File: config.mk
export PLATFORM = sky130hd
export DESIGN_NAME = imm_ext_pipe_flat
export DESIGN_NICKNAME = d
export VERILOG_FILES = /design/src/rtl/imm_ext_pkg.sv /design/src/rtl/imm_ext_pipe_if.sv /design/src/rtl/imm_ext_core.sv /design/src/rtl/imm_ext_pipe.sv /design/src/flat_wrapper.sv
export SDC_FILE = /design/constraint.sdc
export NUM_CORES = 1
export LEC_CHECK = 0
export ABC_CLOCK_PERIOD_IN_PS = 2300
export BUFFER_PORTS_ARGS = -buffer_cell sky130_fd_sc_hd__buf_2
export CORE_MARGIN = 2
export CORE_UTILIZATION = 30
export DETAILED_ROUTE_END_ITERATION = 12
export SLEW_MARGIN = 20
export SYNTH_ARGS = -nofsm -noshare
export SYNTH_HDL_FRONTEND = slang
export SYNTH_HIERARCHICAL = 1
export SYNTH_SLANG_ARGS = --single-unit
File: constraint.sdc
create_clock -name clk -period 2.3 [get_ports clk]
set_clock_uncertainty 0.2 [all_clocks]
set_input_delay 0.23 -clock clk [delete_from_list [all_inputs] [get_ports clk]]
set_output_delay 0.23 -clock clk [all_outputs]
set_load 0.05 [all_outputs]
File: src/rtl/imm_ext_pkg.sv
// Shared mode encodings for the immediate extender.
package imm_ext_pkg;

    typedef enum logic [1:0] {
        MODE_ZERO   = 2'b00,
        MODE_SIGN   = 2'b01,
        MODE_UPPER  = 2'b10,
        MODE_BRANCH = 2'b11
    } imm_mode_t;

endpackage

File: src/rtl/imm_ext_pipe_if.sv
// Operand/result handshake bundle between decode and the immediate extender.
interface imm_ext_pipe_if #(
    parameter int N = 16,
    parameter int M = 32
);
    import imm_ext_pkg::*;

    logic          in_valid;
    logic          in_ready;
    logic [N-1:0]  immediateIN;
    imm_mode_t     mode;
    logic          out_valid;
    logic          out_ready;
    logic [M-1:0]  immediateOUT;
    imm_mode_t     out_mode;

    modport slave (
        input  in_valid, immediateIN, mode, out_ready,
        output in_ready, out_valid, immediateOUT, out_mode
    );

    modport master (
        output in_valid, immediateIN, mode, out_ready,
        input  in_ready, out_valid, immediateOUT, out_mode
    );
endinterface

File: src/rtl/imm_ext_core.sv
// Combinational zero/sign/upper/branch immediate extension.
module imm_ext_core import imm_ext_pkg::*; #(
    parameter int N       = 16,
    parameter int M       = 32,
    parameter int SHIFT_B = 2
) (
    input  logic [N-1:0] imm,
    input  imm_mode_t    mode,
    output logic [M-1:0] ext
);

    if (N < 2 || M <= N || M < N + SHIFT_B) begin : g_bad_params
        $error("imm_ext_core: need N >= 2, M > N and M >= N + SHIFT_B");
    end

    logic [M-1:0] sext;

    always_comb begin
        sext = {{(M-N){imm[N-1]}}, imm};
        ext  = '0;
        case (mode)
            MODE_ZERO:   ext = {{(M-N){1'b0}}, imm};
            MODE_SIGN:   ext = sext;
            // {imm, zeros} is exactly M bits wide, so bits above M never exist.
            MODE_UPPER:  ext = {imm, {(M-N){1'b0}}};
            MODE_BRANCH: ext = sext << SHIFT_B;
            default:     ext = '0;
        endcase
    end

endmodule

File: src/rtl/imm_ext_pipe.sv
// Two-stage valid/ready wrapper around imm_ext_core with a consumed-result counter.
module imm_ext_pipe import imm_ext_pkg::*; #(
    parameter int N       = 16,
    parameter int M       = 32,
    parameter int SHIFT_B = 2,
    parameter int CW      = 16
) (
    input  logic            clk,
    input  logic            rst_n,
    input  logic            flush,
    imm_ext_pipe_if.slave   bus,
    output logic [CW-1:0]   done_count
);

    if (N < 2 || M <= N || M < N + SHIFT_B) begin : g_bad_params
        $error("imm_ext_pipe: need N >= 2, M > N and M >= N + SHIFT_B");
    end

    logic          s1_valid_q, s1_valid_d;
    logic [N-1:0]  s1_imm_q,   s1_imm_d;
    imm_mode_t     s1_mode_q,  s1_mode_d;
    logic          s2_valid_q, s2_valid_d;
    logic [M-1:0]  s2_ext_q,   s2_ext_d;
    imm_mode_t     s2_mode_q,  s2_mode_d;
    logic [CW-1:0] count_q,    count_d;

    logic          adv1, adv2, in_ready, accept, fire;
    logic [M-1:0]  ext;

    imm_ext_core #(.N(N), .M(M), .SHIFT_B(SHIFT_B)) u_core (
        .imm  (s1_imm_q),
        .mode (s1_mode_q),
        .ext  (ext)
    );

    always_comb begin
        adv2     = !s2_valid_q | bus.out_ready;
        adv1     = !s1_valid_q | adv2;
        in_ready = adv1 & !flush & rst_n;
        accept   = bus.in_valid & in_ready;
        fire     = s2_valid_q & bus.out_ready;

        s1_valid_d = s1_valid_q;
        s1_imm_d   = s1_imm_q;
        s1_mode_d  = s1_mode_q;
        s2_valid_d = s2_valid_q;
        s2_ext_d   = s2_ext_q;
        s2_mode_d  = s2_mode_q;
        // A handshake on a flush edge still completes, so counting ignores flush.
        count_d    = count_q + CW'(fire);

        if (flush) begin
            s1_valid_d = 1'b0;
            s2_valid_d = 1'b0;
        end else begin
            if (adv2) begin
                s2_valid_d = s1_valid_q;
                if (s1_valid_q) begin
                    s2_ext_d  = ext;
                    s2_mode_d = s1_mode_q;
                end
            end
            if (adv1) begin
                s1_valid_d = accept;
                if (accept) begin
                    s1_imm_d  = bus.immediateIN;
                    s1_mode_d = bus.mode;
                end
            end
        end
    end

    always_ff @(posedge clk or negedge rst_n) begin
        if (!rst_n) begin
            s1_valid_q <= 1'b0;
            s1_imm_q   <= '0;
            s1_mode_q  <= MODE_ZERO;
            s2_valid_q <= 1'b0;
            s2_ext_q   <= '0;
            s2_mode_q  <= MODE_ZERO;
            count_q    <= '0;
        end else begin
            s1_valid_q <= s1_valid_d;
            s1_imm_q   <= s1_imm_d;
            s1_mode_q  <= s1_mode_d;
            s2_valid_q <= s2_valid_d;
            s2_ext_q   <= s2_ext_d;
            s2_mode_q  <= s2_mode_d;
            count_q    <= count_d;
        end
    end

    assign bus.in_ready     = in_ready;
    assign bus.out_valid    = s2_valid_q;
    assign bus.immediateOUT = s2_ext_q;
    assign bus.out_mode     = s2_mode_q;
    assign done_count       = count_q;

endmodule

File: src/flat_wrapper.sv
// flat-port wrapper written by rule: the top's interface ports become plain ports
module imm_ext_pipe_flat import imm_ext_pkg::*;
#(
    parameter int N       = 16,
    parameter int M       = 32,
    parameter int SHIFT_B = 2,
    parameter int CW      = 16
)
  (clk, rst_n, flush, done_count, bus_in_valid, bus_immediateIN, bus_mode, bus_out_ready, bus_in_ready, bus_out_valid, bus_immediateOUT, bus_out_mode);
  imm_ext_pipe_if #(.N(N), .M(M)) bus_i ();
  input  logic clk;
  input  logic rst_n;
  input  logic flush;
  output logic [CW-1:0] done_count;
  input wire logic [$bits(bus_i.in_valid)-1:0] bus_in_valid;
  input wire logic [$bits(bus_i.immediateIN)-1:0] bus_immediateIN;
  input wire logic [$bits(bus_i.mode)-1:0] bus_mode;
  input wire logic [$bits(bus_i.out_ready)-1:0] bus_out_ready;
  output wire logic [$bits(bus_i.in_ready)-1:0] bus_in_ready;
  output wire logic [$bits(bus_i.out_valid)-1:0] bus_out_valid;
  output wire logic [$bits(bus_i.immediateOUT)-1:0] bus_immediateOUT;
  output wire logic [$bits(bus_i.out_mode)-1:0] bus_out_mode;
  assign bus_i.in_valid = bus_in_valid;
  assign bus_i.immediateIN = bus_immediateIN;
  assign bus_i.mode = bus_mode;
  assign bus_i.out_ready = bus_out_ready;
  assign bus_in_ready = bus_i.in_ready;
  assign bus_out_valid = bus_i.out_valid;
  assign bus_immediateOUT = bus_i.immediateOUT;
  assign bus_out_mode = bus_i.out_mode;
  imm_ext_pipe #(.N(N), .M(M), .SHIFT_B(SHIFT_B), .CW(CW)) u_core (.clk(clk), .rst_n(rst_n), .flush(flush), .bus(bus_i), .done_count(done_count));
endmodule
==> metrics.txt <==
WP data required approximately 1.9 ns; critical path startpoint flush; clock slew at reported path FFs ~0.08 ns; transition time of the tightest slew-check pin just under 0.9 ns; portion of the clock cycle consumed by the worst path in the final layout 80.70%; count of warnings emitted by yosys 6; via count around 2100; io pins between 70 and 80; number of nets in the layout between 300 and 400; total leakage power 0.002051 uW; post-detailed-route count of antenna-violating nets 0; WL met3 343 um; clock buffer depth 2; dominant cells by area after synthesis dfrtp_1 (56%), mux2_2 (18%), a22o_1 (3.9%), xor2_1 (2.8%), a21o_1 (2.4%); area of the core just over 0.01 mm^2; data arrival time of the critical path 1.43 ns; Slew HR 40.53%; height of the chip around 110 um; Cell Pwr Density about 1200 mW/mm^2; Total Power Consumption approximately 4800 uW; proportion of synthesized flip-flops having asynchronous set or reset between 90% and 100%; post-detailed-routing wire length 6909 um; critical path type in -> out; P_int approximately 2800 uW; clock buffers created by TritonCTS 9; Via-to-Cell Ratio 4.543; internal reg-to-reg setup slack between 0.4 and 0.5 ns; TritonCTS sink count 70; utilization of the core after routing 39.73%; FILL cells 1007; Sw Pwr 1925 uW; initial antenna violation count 0; sort of element at the start of the critical path primary input; RR Startpoint u_core/bus.out_valid$_DFFE_PN0P_; post-DR wirelength/cell 14.89 um; status finished, final reports clean; flip-flop and latch count after synthesis 70; fraction of power consumed by combinational cells around 38%; worst hold slack across all endpoints roughly 0.089 ns; quantity of I/O buffers inserted on ports 74; number of max-cap violations 0; detailed-route wire length on metal 1 roughly 3200 um; number of H-tree branching levels 3; synthesized area per cell 14.05 um^2; unrepaired setup endpoints after global routing no; worst vdd ir between 500 and 600 uV; power share of the sequential group approximately 37%; drt pass-1 iters 5; GRT Util Overall 13.10%; number of global-route vias before repair about 2200; weighted congestion reported at the end of routability-driven placement ~0.74; CP Capture Type primary output; hold crit path type in -> reg; highest clock rate around 0.54 GHz; Cells after DPL 427; Syn Inst Count ~220; Primary FF master, synth dfrtp_1; fraction of layout cells with a size suffix above 1 between 40 and 50%; count of flip-flops with a built-in enable after synthesis 0; clock tree from TritonCTS done; Post-DP HPWL between 4000 and 5000 um; area share of the largest cell type after synthesis between 50 and 60%; FF-to-FF End u_core/done_count[14]$_DFF_PN0_; die area 0.01128 mm^2; setup TNS after final layout 0 ns; first-iteration detailed-routing DRC count a little under 80; count of endpoints failing setup in the final report 0; cell depth of the worst min-delay path 3; clock root buffer clkbuf_8; Horiz. Die Dim approximately 110 um; highest metal used met4; pin count of the biggest net entering global routing just over 70; post-synth design cell area between 0.003 and 0.004 mm^2; cells on worst reg2reg path 6; Syn-to-layout area delta 29.75%; total number of placement rows 37; largest driver fanout on the critical path 4; Tmin final about 1.9 ns; clock latency on the worst-skew pair between 0.3 and 0.4 ns; part of the total power dissipated in the clock network around 25%; final instance count without filler cells about 460; Post-Syn Nets around 250; CP endpoint bus_in_ready; total global routing overflow 0; wire length of the first global-routing pass 11310 um; sequential fraction of the synthesis area a little under three fifths; number of hold violations in the final report 0; met2 layer wire length in the routed design about 3300 um; cell taking the most area after synthesis dfrtp_1; Net Sw Frac about two fifths; count of final max-slew check failures 0; effective utilization at floorplan a little under a third; remaining design rule violation count 0; Cell variety after synth 32; count of inserted antenna diode cells 0
kinds of logic (layout without fill, tap and decap cells):
kind of cell / Yosys count / count (layout) / synth area share [%]
buffers and inverters: 13 / 118 / 3.754
DFF: 70 / 70 / 55.91
xor gates and xnor gates: 14 / 14 / 3.913
adders and majority gates: 3 / 3 / 1.198
muxes: 53 / 53 / 19.05
and+or+nand+nor: 37 / 37 / 7.109
AOI/OAI and AO/OA: 33 / 33 / 9.065
per-stage QoR:
stage / area [um^2] / worst slack (ns)
6_report: 4065 / 0.4440
3_3_place_gp: 3608 / 0.4946
4_1_cts: 4065 / 0.4362
3_5_place_dp: 3608 / 0.4838
2_1_floorplan: 3133 / 0.2292
5_1_grt: 4065 / 0.2657
layout make-up:
type                            count  area [um^2]  area share (%)
Sequential cell                    70         1752           43.09
Multi-Input combinational cell    140         1264           31.09
Timing Repair Buffer               98        618.1           15.20
Tap cell                          136        170.2           4.186
Clock buffer                       10        137.6           3.386
Clock inverter                      6        108.9           2.678
Inverter                            4        15.01          0.3693
worst min path at each step:
| stage | endpoint | slack, ns | startpoint |
|---|---|---|---|
| 6_report | u_core/done_count[0]$_DFF_PN0_ | 0.09 | bus_out_ready |
| 5_1_grt | u_core/done_count[0]$_DFF_PN0_ | 0.08 | bus_out_ready |
| 4_1_cts | u_core/done_count[0]$_DFF_PN0_ | 0.07 | bus_out_ready |
| 3_5_place_dp | u_core/done_count[15]$_DFF_PN0_ | 0.25 | u_core/done_count[15]$_DFF_PN0_ |
| 3_3_place_gp | u_core/done_count[15]$_DFF_PN0_ | 0.25 | u_core/done_count[15]$_DFF_PN0_ |
| 2_1_floorplan | u_core/bus.immediateOUT[0]$_DFFE_PN0P_ | -0.27 | rst_n |
placed cells by master, fill, tap and decap left out, types with 3 or more instances in the layout:
master          n
a21o_1         10
a21o_2          4
a22o_1         14
buf_2          73
buf_4           3
bufinv_16       3
clkbuf_8       10
dfrtp_1        70
dlygate4sd3_1  21
ha_1            3
inv_1           3
mux2_1          3
mux2_2         50
nand2_1         6
nand3_1         7
nand4_1         3
nor2_1          5
nor3_1          4
nor4_1          4
xnor2_1         4
xor2_1         10
metal layers:
metal / vias to the layer above / track usage (%)
li1: 1005 / -
met2: 56 / 20.97
met4: 0 / 4.793
met3: 11 / 4.292
met5: - / 0
met1: 1036 / 16.51
sequential cells by signal (all words and copies together), names as in the netlist:
name,count
u_core/bus.immediateOUT,32
u_core/done_count,16
u_core/s1_imm_q,16
u_core/bus.out_mode,2
u_core/s1_mode_q,2
u_core/bus.out_valid,1
u_core/s1_valid_q,1
synthesized netlist by cell type (2+ instances only):
library cell	count
ha_1	3
nor3_1	4
inv_1	3
dfrtp_1	70
mux2_1	3
buf_8	2
nand4_1	3
xor2_1	10
a22o_1	14
a21o_2	4
xnor2_1	4
buf_6	6
nor4_1	4
nand2_1	6
and2b_2	2
nand3_1	7
mux2_2	50
nor2_1	5
a21o_1	10
critical path: stages:
cell           delay [ns]
dlygate4sd3_1        0.53
buf_2                0.16
inv_1                0.08
nand2_1              0.05
a21oi_1              0.11
buf_2                0.27
timing repair:
item | CTS | global route
endpoints found under the hold margin | 89 | 0
hold buffers | 21 | 0
setup buffers | 0 | 0
resized for setup | 0 | 0
power by group through the flow:
stage                     clock network (uW)  registers [uW]  logic [uW]
after floorplan                            0            2640         500
after global placement                     0            1790        1770
after detailed placement                   0            1800        1780
after CTS                               1260            1780        1810
after global routing                    1300            1820        1880
final                                   1210            1760        1790
(Power assumes the default switching activity.)
